`src/rtl/alu_pipe.sv`:
```
// Two-stage valid/ready ALU: S1 holds the accepted operation and computes, S2 holds the result bus.
// Optional iterative signed multiplier for opcode 00110 is built only when ALU_MUL_EN is defined.
`timescale 1ns/1ps
module alu_pipe #(
    parameter int WIDTH   = 32,
    parameter int SHAMT_W = 5
) (
    input  logic               clock,
    input  logic               reset_n,
    input  logic               in_valid,
    output logic               in_ready,
    input  logic [WIDTH-1:0]   data_operandA,
    input  logic [WIDTH-1:0]   data_operandB,
    input  logic [4:0]         ctrl_ALUopcode,
    input  logic [SHAMT_W-1:0] ctrl_shiftamt,
    output logic               out_valid,
    input  logic               out_ready,
    output logic [WIDTH-1:0]   data_result,
    output logic               isNotEqual,
    output logic               isLessThan,
    output logic               overflow
);

    localparam logic [4:0] OP_ADD = 5'b00000;
    localparam logic [4:0] OP_SUB = 5'b00001;
    localparam logic [4:0] OP_AND = 5'b00010;
    localparam logic [4:0] OP_OR  = 5'b00011;
    localparam logic [4:0] OP_SLL = 5'b00100;
    localparam logic [4:0] OP_SRA = 5'b00101;

    logic               r_s1_valid;
    logic [WIDTH-1:0]   r_s1_a;
    logic [WIDTH-1:0]   r_s1_b;
    logic [4:0]         r_s1_op;
    logic [SHAMT_W-1:0] r_s1_sh;

    logic               r_out_valid;
    logic [WIDTH-1:0]   r_result;
    logic               r_ne;
    logic               r_lt;
    logic               r_ovf;

    logic               w_s2_free;
    logic               w_mul_busy;
    logic               w_s1_adv;
    logic               w_accept;
    logic [WIDTH-1:0]   w_sum;
    logic [WIDTH-1:0]   w_diff;
    logic [WIDTH-1:0]   w_result;
    logic               w_ovf;

    function automatic logic add_ovf(input logic sa, input logic sb, input logic sr);
        return (sa == sb) && (sr != sa);
    endfunction

    function automatic logic sub_ovf(input logic sa, input logic sb, input logic sr);
        return (sa != sb) && (sr != sa);
    endfunction

    assign w_s2_free = !r_out_valid || out_ready;
    assign w_s1_adv  = r_s1_valid && w_s2_free && !w_mul_busy;
    // Held low during reset so nothing can be accepted before the pipeline is live.
    assign in_ready  = reset_n && (!r_s1_valid || w_s1_adv);
    assign w_accept  = in_valid && in_ready;
    assign w_sum     = r_s1_a + r_s1_b;
    assign w_diff    = r_s1_a - r_s1_b;

`ifdef ALU_MUL_EN
    localparam logic [4:0]         OP_MUL   = 5'b00110;
    localparam logic [SHAMT_W-1:0] CNT_LAST = {SHAMT_W{1'b1}};
    localparam logic [SHAMT_W-1:0] CNT_ONE  = {{(SHAMT_W-1){1'b0}}, 1'b1};

    typedef enum logic [1:0] {
        MUL_IDLE = 2'd0,
        MUL_BUSY = 2'd1,
        MUL_DONE = 2'd2
    } mul_state_t;

    mul_state_t         r_mul_state;
    logic [2*WIDTH-1:0] r_acc;
    logic [2*WIDTH-1:0] r_mcand;
    logic [WIDTH-1:0]   r_mplier;
    logic [SHAMT_W-1:0] r_mul_cnt;

    assign w_mul_busy = r_s1_valid && (r_s1_op == OP_MUL) && (r_mul_state != MUL_DONE);

    // Shift-add multiplier; the sign bit of B carries negative weight, so it subtracts.
    always_ff @(posedge clock or negedge reset_n) begin
        if (!reset_n) begin
            r_mul_state <= MUL_IDLE;
            r_acc       <= {(2*WIDTH){1'b0}};
            r_mcand     <= {(2*WIDTH){1'b0}};
            r_mplier    <= {WIDTH{1'b0}};
            r_mul_cnt   <= {SHAMT_W{1'b0}};
        end else if (w_accept && (ctrl_ALUopcode == OP_MUL)) begin
            r_mul_state <= MUL_BUSY;
            r_acc       <= {(2*WIDTH){1'b0}};
            r_mcand     <= {{WIDTH{data_operandA[WIDTH-1]}}, data_operandA};
            r_mplier    <= data_operandB;
            r_mul_cnt   <= {SHAMT_W{1'b0}};
        end else begin
            case (r_mul_state)
                MUL_BUSY: begin
                    if (r_mplier[0]) begin
                        if (r_mul_cnt == CNT_LAST) begin
                            r_acc <= r_acc - r_mcand;
                        end else begin
                            r_acc <= r_acc + r_mcand;
                        end
                    end
                    r_mcand   <= {r_mcand[2*WIDTH-2:0], 1'b0};
                    r_mplier  <= {1'b0, r_mplier[WIDTH-1:1]};
                    r_mul_cnt <= r_mul_cnt + CNT_ONE;
                    if (r_mul_cnt == CNT_LAST) begin
                        r_mul_state <= MUL_DONE;
                    end
                end
                MUL_DONE: begin
                    if (w_s1_adv) begin
                        r_mul_state <= MUL_IDLE;
                    end
                end
                MUL_IDLE: begin
                    r_mul_state <= MUL_IDLE;
                end
                default: begin
                    r_mul_state <= MUL_IDLE;
                end
            endcase
        end
    end
`else
    assign w_mul_busy = 1'b0;
`endif

    // Stage S1 result and overflow selection.
    always_comb begin
        w_result = {WIDTH{1'b0}};
        w_ovf    = 1'b0;
        case (r_s1_op)
            OP_ADD: begin
                w_result = w_sum;
                w_ovf    = add_ovf(r_s1_a[WIDTH-1], r_s1_b[WIDTH-1], w_sum[WIDTH-1]);
            end
            OP_SUB: begin
                w_result = w_diff;
                w_ovf    = sub_ovf(r_s1_a[WIDTH-1], r_s1_b[WIDTH-1], w_diff[WIDTH-1]);
            end
            OP_AND:  w_result = r_s1_a & r_s1_b;
            OP_OR:   w_result = r_s1_a | r_s1_b;
            OP_SLL:  w_result = r_s1_a << r_s1_sh;
            OP_SRA:  w_result = $signed(r_s1_a) >>> r_s1_sh;
`ifdef ALU_MUL_EN
            OP_MUL: begin
                w_result = r_acc[WIDTH-1:0];
                w_ovf    = (r_acc[2*WIDTH-1:WIDTH] != {WIDTH{r_acc[WIDTH-1]}});
            end
`endif
            default: begin
                w_result = {WIDTH{1'b0}};
                w_ovf    = 1'b0;
            end
        endcase
    end

    // Stage S1 operation capture.
    always_ff @(posedge clock or negedge reset_n) begin
        if (!reset_n) begin
            r_s1_valid <= 1'b0;
            r_s1_a     <= {WIDTH{1'b0}};
            r_s1_b     <= {WIDTH{1'b0}};
            r_s1_op    <= 5'b00000;
            r_s1_sh    <= {SHAMT_W{1'b0}};
        end else if (w_accept) begin
            r_s1_valid <= 1'b1;
            r_s1_a     <= data_operandA;
            r_s1_b     <= data_operandB;
            r_s1_op    <= ctrl_ALUopcode;
            r_s1_sh    <= ctrl_shiftamt;
        end else if (w_s1_adv) begin
            r_s1_valid <= 1'b0;
        end
    end

    // Stage S2 result bus; holds steady while downstream stalls.
    always_ff @(posedge clock or negedge reset_n) begin
        if (!reset_n) begin
            r_out_valid <= 1'b0;
            r_result    <= {WIDTH{1'b0}};
            r_ne        <= 1'b0;
            r_lt        <= 1'b0;
            r_ovf       <= 1'b0;
        end else if (w_s1_adv) begin
            r_out_valid <= 1'b1;
            r_result    <= w_result;
            r_ne        <= (r_s1_a != r_s1_b);
            r_lt        <= ($signed(r_s1_a) < $signed(r_s1_b));
            r_ovf       <= w_ovf;
        end else if (out_ready) begin
            r_out_valid <= 1'b0;
        end
    end

    assign out_valid   = r_out_valid;
    assign data_result = r_result;
    assign isNotEqual  = r_ne;
    assign isLessThan  = r_lt;
    assign overflow    = r_ovf;

endmodule

```
`config.mk`:
```
export PLATFORM = sky130hd
export DESIGN_NAME = alu_pipe
export DESIGN_NICKNAME = d
export VERILOG_FILES = /design/src/rtl/alu_pipe.sv
export SDC_FILE = /design/constraint.sdc
export NUM_CORES = 1
export LEC_CHECK = 0
export BUFFER_PORTS_ARGS = -buffer_cell sky130_fd_sc_hd__buf_4
export CAP_MARGIN = 20
export CELL_PAD_IN_SITES_DETAIL_PLACEMENT = 1
export CELL_PAD_IN_SITES_GLOBAL_PLACEMENT = 2
export CORE_MARGIN = 1
export CORE_UTILIZATION = 30
export DETAILED_ROUTE_END_ITERATION = 7
export HOLD_SLACK_MARGIN = 0.12
export PLACE_DENSITY = 0.71
export SYNTH_ARGS = -nofsm -noshare
export SYNTH_HDL_FRONTEND = slang
export SYNTH_SLANG_ARGS = --single-unit
```
`constraint.sdc`:
```
create_clock -name clock -period 5.2 [get_ports clock]
set_clock_uncertainty 0.2 [all_clocks]
set_input_delay 0.52 -clock clock [delete_from_list [all_inputs] [get_ports clock]]
set_output_delay 0.52 -clock clock [all_outputs]
set_load 0.02 [all_outputs]
```
**Yosys cells after proc, flatten, opt, wreduce, memory -nomap -nowiden**

Index checks and enable logic that the tools add are counted.

- Flip-flop bits (word level): 111
- Latch bits: 0
- Memory bits (writable): 0
- Memory bits (read-only): 0
- Logic and storage cells: 45
- Memories: 0

- $add $sub $neg: 2
- $mul: 0
- Div/mod/pow operators: 0
- Magnitude comparators: 1
- Eq/ne operators: 10
- Shifts and indexed selects: 2
- Mux-type cells: 6
- Bitwise logic cells: 2
- Reductions and logical operators: 12

Operator list:

| kind | number |
|---|---|
| $pmux 32 s6 | 1 |
| $add 32x32->32 | 1 |
| $and 32x32->32 | 1 |
| $lt 32x32->1 | 1 |
| $ne 32x32->1 | 1 |
| $or 32x32->32 | 1 |
| $shl 32x5->32 | 1 |
| $sshr 32x5->32 | 1 |
| $sub 32x32->32 | 1 |
| $eq 5x2->1 const B | 2 |
| $eq 5x3->1 const B | 2 |
| $eq 5x1->1 const B | 1 |
| $logic_and 1x1->1 | 5 |
| $logic_not 5->1 | 1 |
| $mux 1 | 4 |
| $reduce_bool 2->1 | 2 |
| $ne 1x1->1 | 3 |
| $logic_not 1->1 | 2 |
| $logic_or 1x1->1 | 2 |
| $pmux 1 s2 | 1 |
| $eq 1x1->1 | 1 |

**Depth between registers and ports, before layout**

Gate-level depths: netlist of run 1.

- Word-level depth: 7
- Mapped depth: 13
- Mapped depth without buffers: 13

**Least setup slack after synthesis of run 1**

OpenSTA, ideal clock, no wires.

- Path type: reg-to-reg
- Start: register r_s1_a[0]
- End: register r_result[26], in the netlist data_result[26]
- Setup time: 138 ps
- Arrival time: 2667 ps
- Required time: 4862 ps
- Path slack: 2195 ps
- Cell stages (with the launch flop): 13
- Path buffers: 0
- Clock period less this slack: 3005 ps
- Path through: dfrtp_1 > ha_1 > inv_1 > fa_1 > nand2b_1 > a211oi_1 > o21ai_0 > a311oi_1 > nor2_1 > o21ai_1 > nor2_1 > a211oi_1 > o221ai_1

- Word-level cells in the longest chain between the ends: 2

RTL lines:

| what | line | text |
|---|---|---|
| from (decl) | 32 | `logic [WIDTH-1:0] r_s1_a;` |
| from (signal assigned) | 170 | `r_s1_a <= {WIDTH{1'b0}};` |
| from (signal assigned) | 176 | `r_s1_a <= data_operandA;` |
| $sub 32x32->32, or another cell as far along | 66 | `assign w_diff = r_s1_a - r_s1_b;` |
| $pmux 32 s6 (*) | 140 | `case (r_s1_op)` |
| to (signal assigned) | 189 | `r_result <= {WIDTH{1'b0}};` |
| to (signal assigned) | 195 | `r_result <= w_result;` |
| to (decl) | 38 | `logic [WIDTH-1:0] r_result;` |

Mark *: on every way between the ends. The rest lies on a longest branch, timed or not.
A chain may end at the register's enable or synchronous reset.

**Final worst setup path of run 1**

- Start: register r_s1_a[7]
- End: register r_result[29], in the netlist data_result[29]

The elaborated chain is that of the path after synthesis.

==> impl_metrics.env, run 1 <==
export IMPL_ys_top_cells_by_area="dfrtp_1 22%, ha_1 11%, mux2_2 8.3%"
export IMPL_yosysWarnings=0
export IMPL_hp_class="primary input to flip-flop"
export IMPL_avgRoutedWirePerCell_microns=25.92
export IMPL_syn_area_sq_um=12630
export IMPL_clock_path_buffers=2
export IMPL_ant_nets=0
export IMPL_power_w=0.005380
export IMPL_cts_setup_buffers=0
export IMPL_grt_overflow_total=0
export IMPL_pwr_density_cell_nw_per_um2=375.4
export IMPL_synth_top_cell_area_share_pct=21.99
export IMPL_firstDrtPassIters=6
export IMPL_routed_wl_mm=54.03
export IMPL_cp_end_kind="flip-flop"
export IMPL_io_pins=115
export IMPL_track_usage_pct=25.26
export IMPL_power_leakage_nw=6.214
export IMPL_synth_edf_count=0
export IMPL_die_w_microns=207.2
export IMPL_clockRootBuffer="clkbuf_16"
export IMPL_fin_crit_ns=4.350
export IMPL_critical_path_arrival_ns=4.44
export IMPL_cts_resized_gates=0
export IMPL_ys_seq_area_share_pct=21.99
export IMPL_fmaxAchievable_mhz=229.9
export IMPL_synthArstFlopShare_pct=100.0
export IMPL_grt_max_degree=76
export IMPL_fin_util_pct=34.79
export IMPL_slew_headroom_pct=41.67
export IMPL_numCtsBuffers=9
export IMPL_die_h_microns=207.2
export IMPL_synthesis_instances=1498
export IMPL_required_ns=5.29
export IMPL_yosys_area_top_type="dfrtp_1"
export IMPL_synthTopCellsByCount="156 x a21oi_1, 152 x nor2_1, 116 x o21ai_0"
export IMPL_mappedNetlistNets=1689
export IMPL_ys_dominant_reg_cell="dfrtp_1"
export IMPL_ir_worst_vdd_uv=143.3
export IMPL_slew_viol_final=0
export IMPL_final_layout_size_suffix_gt1_share_pct=19.91
export IMPL_cts_sink_count=111
export IMPL_gp_routability_congestion=0.9431
export IMPL_synth_distinct_cells=76
export IMPL_clk_latency_ns=0.41
export IMPL_n_antenna_cell=0
export IMPL_startpoint_type="flip-flop"
export IMPL_instances_no_fill=2084
export IMPL_dp_cells=2063
export IMPL_synth_most_common_cell="a21oi_1"
export IMPL_grt_pass1_wl_mm=81.84
export IMPL_fp_dieArea_sq_um=42930
export IMPL_syn_area_per_cell_sq_um=8.433
export IMPL_first_global_vias=12460
export IMPL_htreeDepth=3
export IMPL_crit_fanout=12
export IMPL_hold_violations=0
export IMPL_area_growth_pct=13.46
export IMPL_fin_setup_tns_ns=0
export IMPL_drt_iter0_drc=1278
export IMPL_rsz0062_at_grt="no"
export IMPL_cap_violations=0
export IMPL_clk_pin_slew_ns=0.09
export IMPL_post_route_drc_count=0
export IMPL_dr_total_vias=12330
export IMPL_setup_viol=0
export IMPL_cts_tree="done"
export IMPL_via_per_inst=5.914
export IMPL_layout_nets=1738
export IMPL_dp_hpwl_mm=41.65
export IMPL_antenna_found_initial=1
export IMPL_fin_crit_sh_pct=83.65
export IMPL_fp_row_count=74
export IMPL_holdBufCountCts=4
export IMPL_initial_core_util_pct=30.66
export IMPL_ys_ff_latch=111
export IMPL_worstMarginPinSlew_ns=0.8750
export IMPL_criticalPathCategory="flip-flop to flip-flop"
export IMPL_outcome="complete, no violations"
export IMPL_port_buffers=114
export IMPL_coreArea_sq_um=41200
-- power by group --
part           internal, W  switching [W]  total, W
clock             0.000451       0.000378  0.000829
sequential        0.000982       0.000289   0.00127
combinational      0.00125        0.00203   0.00328
total              0.00268        0.00270   0.00538
-- placed cells by master, fill, tap and decap left out, types with 4 or more instances in the layout --
master / n
inv_1: 99
clkbuf_16: 9
o221ai_1: 14
dlygate4sd3_1: 4
mux4_2: 35
o21a_1: 5
a22o_1: 7
a31oi_1: 10
nand3b_1: 5
nand2b_1: 14
or3_1: 7
ha_1: 111
a21o_1: 17
dfrtp_1: 106
a211oi_1: 19
o21bai_1: 12
a211o_1: 4
o21ai_0: 116
nor4_1: 7
o21ai_1: 4
nand3_1: 22
a21oi_1: 156
nor2b_1: 9
mux2_2: 93
a22oi_1: 8
xnor2_1: 23
nor3_1: 27
a221oi_1: 7
or2_2: 6
nand2_1: 83
a222oi_1: 16
o211ai_1: 25
o31ai_1: 10
and2_1: 7
buf_4: 140
mux4_1: 8
a41oi_1: 4
mux2i_1: 69
nand4_1: 8
nor2_1: 152
-- final cells by class --
class,count,area [sq um]
fill,4813,26870
multi-input combinational,1176,9019
sequential,111,2789
timing repair buffer,146,1139
tap,532,665.6
inverter,103,386.6
clock buffer,12,256.5
clock inverter,4,77.57
-- critical path, cell delays in order (launching register included) --
cell	delay, ns
dfrtp_1	0.63
inv_1	0.09
ha_1	0.43
nor3_1	0.60
o211ai_1	0.18
a21oi_1	0.26
nor2_1	0.22
o21ai_0	0.52
a21boi_0	0.29
o21ai_0	0.47
mux2i_1	0.24
o211ai_1	0.10
-- metrics by stage --
| step | hold slack [ns] | instance area [sq um] | worst slack, ns |
|---|---|---|---|
| finish | 0.1318 | 14330 | 0.8504 |
| global route | 0.1283 | 14330 | 0.7226 |
| floorplan | 0.02441 | 12630 | 2.195 |
| detailed placement | 0.2922 | 13930 | 1.049 |
| global placement | 0.2831 | 13930 | 1.134 |
| CTS | 0.1206 | 14310 | 1.072 |
-- kinds of logic (layout without fill, tap and decap cells) --
| group | Yosys count | after routing | synth area share, % |
|---|---|---|---|
| muxes | 205 | 205 | 21.66 |
| AOI/OAI and AO/OA | 468 | 468 | 23.38 |
| adders and majority gates | 113 | 113 | 11.31 |
| DFF | 111 | 111 | 21.99 |
| and+or+nand+nor | 365 | 365 | 13.13 |
| xor gates and xnor gates | 25 | 25 | 1.733 |
| buffers and inverters | 211 | 265 | 6.795 |
-- registers in the layout, summed over array words and instances (netlist names) --
register     cells
r_s1_op          5
overflow         1
isNotEqual       1
r_s1_b          32
out_valid        1
isLessThan       1
r_s1_sh          5
r_s1_valid       1
r_s1_a          32
data_result     32
-- routing by layer --
layer / wire length (microns) / vias to the layer above / global-route usage [%]
met5: 0 / - / 0
met4: 1150 / 0 / 6.716
met3: 2797 / 53 / 3.244
met2: 24790 / 426 / 40.47
met1: 25290 / 6268 / 35.62
li1: - / 5578 / -
-- worst paths after layout --
kind / depth (start not counted) / end / startpoint / slack (ns)
worst max-delay path: 11 / data_result[29] / r_s1_a[7] / 0.85
worst min-delay path: 2 / r_s1_b[29] / data_operandB[29] / 0.13
worst max register to register: 11 / data_result[29] / r_s1_a[7] / 0.85
worst min register to register: 2 / data_result[23] / data_result[23] / 0.31
max in group asynchronous: 3 / r_s1_sh[1] / reset_n / 2.90
min in group asynchronous: 2 / data_result[2] / reset_n / 0.56
(Power assumes the default switching activity.)
==> run 2: changes to the inputs <==
--- a/config.mk
+++ b/config.mk
@@ -13,7 +13,7 @@
 export CORE_UTILIZATION = 30
 export DETAILED_ROUTE_END_ITERATION = 7
 export HOLD_SLACK_MARGIN = 0.12
-export PLACE_DENSITY = 0.71
+export PLACE_DENSITY = 0.74
 export SYNTH_ARGS = -nofsm -noshare
 export SYNTH_HDL_FRONTEND = slang
 export SYNTH_SLANG_ARGS = --single-unit
==> constraint.sdc (replaced) <==
create_clock -name clock -period 3.65 [get_ports clock]
set_clock_uncertainty 0.2 [all_clocks]
set_input_delay 0.365 -clock clock [delete_from_list [all_inputs] [get_ports clock]]
set_output_delay 0.365 -clock clock [all_outputs]
set_load 0.02 [all_outputs]
==> impl_metrics.env, run 2 (synthesis results as in run 1) <==
export IMPL_die_h_microns=207.2
export IMPL_fin_crit_sh_pct=98.36
export IMPL_r2r_cells=10
export IMPL_power_leakage_nw=7.007
export IMPL_cts_tree="done"
export IMPL_instances_no_fill=2260
export IMPL_dp_hpwl_mm=44.71
export IMPL_post_route_drc_count=0
export IMPL_regArea_sq_um=2789
export IMPL_cts_sink_count=111
export IMPL_fmaxAchievable_mhz=278.5
export IMPL_firstDrtPassIters=5
export IMPL_grt_overflow_total=0
export IMPL_r2r_end="data_result[15]"
export IMPL_grt_pass1_wl_mm=85.17
export IMPL_via_per_inst=5.722
export IMPL_worstMarginPinSlew_ns=0.7050
export IMPL_area_growth_pct=25.51
export IMPL_crit_fanout=20
export IMPL_routed_wl_mm=56.98
export IMPL_outcome="complete, no violations"
export IMPL_post_place_ws_ns=0.09785
export IMPL_startpoint_type="flip-flop"
export IMPL_final_layout_size_suffix_gt1_share_pct=24.20
export IMPL_pwr_density_cell_nw_per_um2=503.5
export IMPL_initial_core_util_pct=30.66
export IMPL_clk_latency_ns=0.40
export IMPL_fin_setup_tns_ns=0
export IMPL_hp_class="flip-flop to flip-flop"
export IMPL_rsz0062_at_grt="no"
export IMPL_antenna_found_initial=1
export IMPL_drt_iter0_drc=1080
export IMPL_clockRootBuffer="clkbuf_16"
export IMPL_layout_nets=1913
export IMPL_final_common_cell="buf_4"
export IMPL_fin_ws_ns=0.05975
export IMPL_numCtsBuffers=9
export IMPL_die_w_microns=207.2
export IMPL_hold_violations=0
export IMPL_slew_headroom_pct=52.93
export IMPL_startpoint="r_s1_sh[1]"
export IMPL_coreArea_sq_um=41200
export IMPL_rr_startpoint="r_s1_sh[1]"
export IMPL_dp_cells=2167
export IMPL_cap_violations=0
export IMPL_cts_setup_buffers=0
export IMPL_ant_nets=0
export IMPL_dpl_instance_area_sq_um=14790
export IMPL_critical_path_arrival_ns=3.65
export IMPL_r2r_setup_slack_ns=0.06
export IMPL_io_pins=115
export IMPL_port_buffers=114
export IMPL_final_cell_mix="238 x buf_4, 154 x a21oi_1, 152 x nor2_1"
export IMPL_clk_pin_slew_ns=0.08
export IMPL_track_usage_pct=26.42
export IMPL_n_fill_cell=4802
export IMPL_cp_end_kind="flip-flop"
export IMPL_avgRoutedWirePerCell_microns=25.21
export IMPL_dr_total_vias=12930
export IMPL_grt_max_degree=112
export IMPL_ir_worst_vdd_uv=304.6
export IMPL_htreeDepth=3
export IMPL_endpoint="data_result[15]"
export IMPL_criticalPathCategory="flip-flop to flip-flop"
export IMPL_clock_path_buffers=2
export IMPL_fp_dieArea_sq_um=42930
export IMPL_required_ns=3.71
export IMPL_power_w=0.007983
export IMPL_gp_routability_congestion=0.9552
export IMPL_fin_crit_ns=3.590
export IMPL_slew_viol_final=0
export IMPL_fp_row_count=74
export IMPL_setup_viol=0
export IMPL_final_area_sq_um=15850
export IMPL_first_global_vias=13250
export IMPL_multiInputGateArea_sq_um=9045
[run 2: cell types whose count changed in the layout (fill, tap and decap cells not counted), sizes merged]
cell         change
buf            +103
dlygate4sd3     +72
bufinv           -2
clkinv           +2
diode            +1
[run 2: worst min-delay path by stage]
| stage | from | end | cells after the start | slack (ns) |
|---|---|---|---|---|
| floorplan | reset_n | data_result[0] | 0 | -0.13 |
| global placement | data_result[1] | data_result[1] | 2 | 0.28 |
| detailed placement | data_result[4] | data_result[4] | 1 | 0.30 |
| CTS | data_result[4] | data_result[4] | 1 | 0.32 |
| global route | data_result[4] | data_result[4] | 1 | 0.34 |
| finish | data_result[6] | data_result[6] | 1 | 0.31 |
[run 2: timing repair]
item	in CTS	in global routing
endpoints found under the hold margin	187	0
hold buffers	76	0
gates resized for setup	0	11
setup endpoints to repair	0	6
[run 2: critical path: stages, from the launching register on]
cell and delay [ns]:
dfrtp_4 0.63, buf_4 0.23, nor2_1 0.17, a21oi_1 0.09, a21oi_1 0.39, a21oi_1 0.18, mux2_2 0.28, o21ai_0 0.46
o221ai_1 0.41, a22oi_1 0.25, o21ai_0 0.14
[run 2: metrics by stage]
step	hold WS [ns]	utilization, %
floorplan	-0.1306	-
global placement	0.2781	35.89
detailed placement	0.3003	35.89
CTS	0.3174	38.41
global route	0.3399	38.47
finish	0.3120	38.48
[run 2: layer usage]
metal / share of wire (%) / global-route usage (%)
met4: 2.8 / 8.492
met3: 6.5 / 4.973
met1: 44 / 35.43
met2: 46 / 42.71
met5: 0 / 0
[run 2: final cells by class]
type	count	area share, %
clock inverter	4	0.1973
timing repair buffer	321	16.95
inverter	103	2.439
sequential	111	17.59
antenna	1	0.01578
tap	532	4.199
multi-input combinational	1176	57.05
clock buffer	12	1.555
[run 2: power by group]
part / switching [W] / internal [W]
sequential: 0.000266 / 0.00140
clock: 0.000535 / 0.000486
combinational: 0.00314 / 0.00216
total: 0.00394 / 0.00404
==> run 3: changes to the inputs <==
--- a/config.mk
+++ b/config.mk
@@ -14,6 +14,7 @@
 export DETAILED_ROUTE_END_ITERATION = 7
 export HOLD_SLACK_MARGIN = 0.12
 export PLACE_DENSITY = 0.74
+export SETUP_SLACK_MARGIN = 0.5
 export SYNTH_ARGS = -nofsm -noshare
 export SYNTH_HDL_FRONTEND = slang
 export SYNTH_SLANG_ARGS = --single-unit
==> impl_metrics.env, run 3 (synthesis results as in run 1) <==
export IMPL_slew_headroom_pct=46.17
export IMPL_fin_util_pct=40.65
export IMPL_grt_max_degree=112
export IMPL_hold_end="data_result[6]"
export IMPL_antenna_found_initial=1
export IMPL_crit_path_cell_trace="inv_1 > ha_1 > buf_4 > or2_2 > or3_1 > nand3b_1 > a41oi_2 > and4_4 > o2111ai_2 > nor3b_2 > a21oi_1"
export IMPL_coreArea_sq_um=41200
export IMPL_max_stage_delay_ns=0.39
export IMPL_gp_routability_congestion=0.9552
export IMPL_cts_sink_count=111
export IMPL_io_pins=115
export IMPL_ir_worst_vdd_uv=311.5
export IMPL_clockRootBuffer="clkbuf_16"
export IMPL_firstDrtPassIters=5
export IMPL_use_met3_pct=5.200
export IMPL_numCtsBuffers=9
export IMPL_initial_core_util_pct=30.66
export IMPL_critical_path_arrival_ns=3.41
export IMPL_outcome="complete, no violations"
export IMPL_worstMarginPinSlew_ns=0.7991
export IMPL_required_ns=3.78
export IMPL_hp_class="flip-flop to flip-flop"
export IMPL_rr_startpoint="r_s1_b[12]"
export IMPL_rsz0062_at_grt="yes"
export IMPL_final_area_sq_um=16750
export IMPL_min_delay_start="data_result[6]"
export IMPL_dr_total_vias=13210
export IMPL_critPathSlowestCell="dfrtp_1"
export IMPL_routed_wl_mm=58.44
export IMPL_htreeDepth=3
export IMPL_clk_pin_slew_ns=0.09
export IMPL_fp_row_count=74
export IMPL_drt_iter0_drc=1191
export IMPL_r2r_end="data_result[30]"
export IMPL_gr_max_usage_layer="met2"
export IMPL_clock_path_buffers=2
export IMPL_avgRoutedWirePerCell_microns=25.46
export IMPL_dp_hpwl_mm=44.71
export IMPL_gr_usage_met2_pct=43.57
export IMPL_slew_viol_final=0
export IMPL_area_growth_pct=32.58
export IMPL_dpl_instance_area_sq_um=14790
export IMPL_post_route_drc_count=0
export IMPL_fin_setup_tns_ns=0
export IMPL_power_leakage_nw=7.239
export IMPL_final_common_cell="buf_4"
export IMPL_use_met1_pct=35.47
export IMPL_cp_end_kind="flip-flop"
export IMPL_via_per_inst=5.754
export IMPL_clk_latency_ns=0.40
export IMPL_hold_violations=0
export IMPL_fin_crit_ns=3.280
export IMPL_crit_fanout=11
export IMPL_setup_viol=0
export IMPL_criticalPathCategory="flip-flop to flip-flop"
export IMPL_pwr_density_cell_nw_per_um2=509.7
export IMPL_track_usage_pct=26.71
export IMPL_cap_violations=0
export IMPL_first_global_vias=13420
export IMPL_r2r_setup_slack_ns=0.37
export IMPL_fp_dieArea_sq_um=42930
export IMPL_grt_pass1_wl_mm=86.20
export IMPL_fmaxAchievable_mhz=304.8
export IMPL_ant_nets=0
export IMPL_hold_path_cell_count=1
export IMPL_fin_crit_sh_pct=89.87
export IMPL_die_w_microns=207.2
export IMPL_port_buffers=114
export IMPL_die_h_microns=207.2
export IMPL_r2r_cells=11
export IMPL_power_w=0.008536
export IMPL_cts_tree="done"
export IMPL_final_layout_size_suffix_gt1_share_pct=31.95
export IMPL_startpoint_type="flip-flop"
export IMPL_grt_overflow_total=0
export IMPL_layout_nets=1948
export IMPL_final_cell_mix="265 x buf_4, 146 x nor2_1, 139 x a21oi_1"
## run 3: worst max-delay path by stage
stage	from	endpoint	slack (ns)
finish	r_s1_b[12]	data_result[30]	0.37
global route	r_s1_b[12]	data_result[30]	0.28
floorplan	r_s1_a[0]	data_result[26]	0.64
CTS	r_s1_a[0]	data_result[26]	0.40
global placement	r_s1_b[11]	data_result[28]	0.15
detailed placement	r_s1_b[0]	data_result[26]	0.1
## run 3: cell type report
class	instances	area, sq um
diodes	1	2.502
clock buffers	12	246.5
clock inverters	4	31.28
fillers	4747	24450
inverters	103	389.1
multi-input cells	1176	9625
flip-flops and latches	111	2798
well taps	532	665.6
repair buffers	356	2989
## run 3: per-layer routing
layer / vias up / wire length, microns
met5: - / 0
met4: 0 / 1786
met3: 78 / 4018
met2: 465 / 27200
met1: 6646 / 25440
li1: 6016 / -
## run 3: report_power, final
| part | switching (W) | total, W | internal, W | leakage [nW] |
|---|---|---|---|---|
| logic | 0.00342 | 0.00585 | 0.00244 | 5.74 |
| clock network | 0.000536 | 0.00102 | 0.000486 | 0.137 |
| registers | 0.000255 | 0.00166 | 0.00140 | 1.36 |
## run 3: stage by stage
stage	setup slack, ns	hold WS (ns)	instances
finish	0.3697	0.3123	2295
global route	0.2790	0.3399	2294
CTS	0.4011	0.3174	2273
detailed placement	0.09785	0.3003	2167
global placement	0.1526	0.2781	2167
floorplan	0.6447	-0.1306	1498
## run 3: worst max-delay path, delay by kind of cell, from the launching register on
kind | cells | cell delay, ns
adder cells (fa/ha/maj) | 1 | 0.31
flip-flops | 1 | 0.39
buffers and inverters | 2 | 0.27
AO/OA/AOI/OAI | 3 | 0.63
AND/OR/NAND/NOR | 5 | 1.41
## run 3: timing repair
item / 4_1_cts / 5_1_grt
pin swaps: 20 / 37
hold endpoints to repair: 187 / 0
resized for setup: 76 / 94
endpoints found under the setup margin: 24 / 29
hold buffers: 76 / 0
buffers inserted: 14 / 21
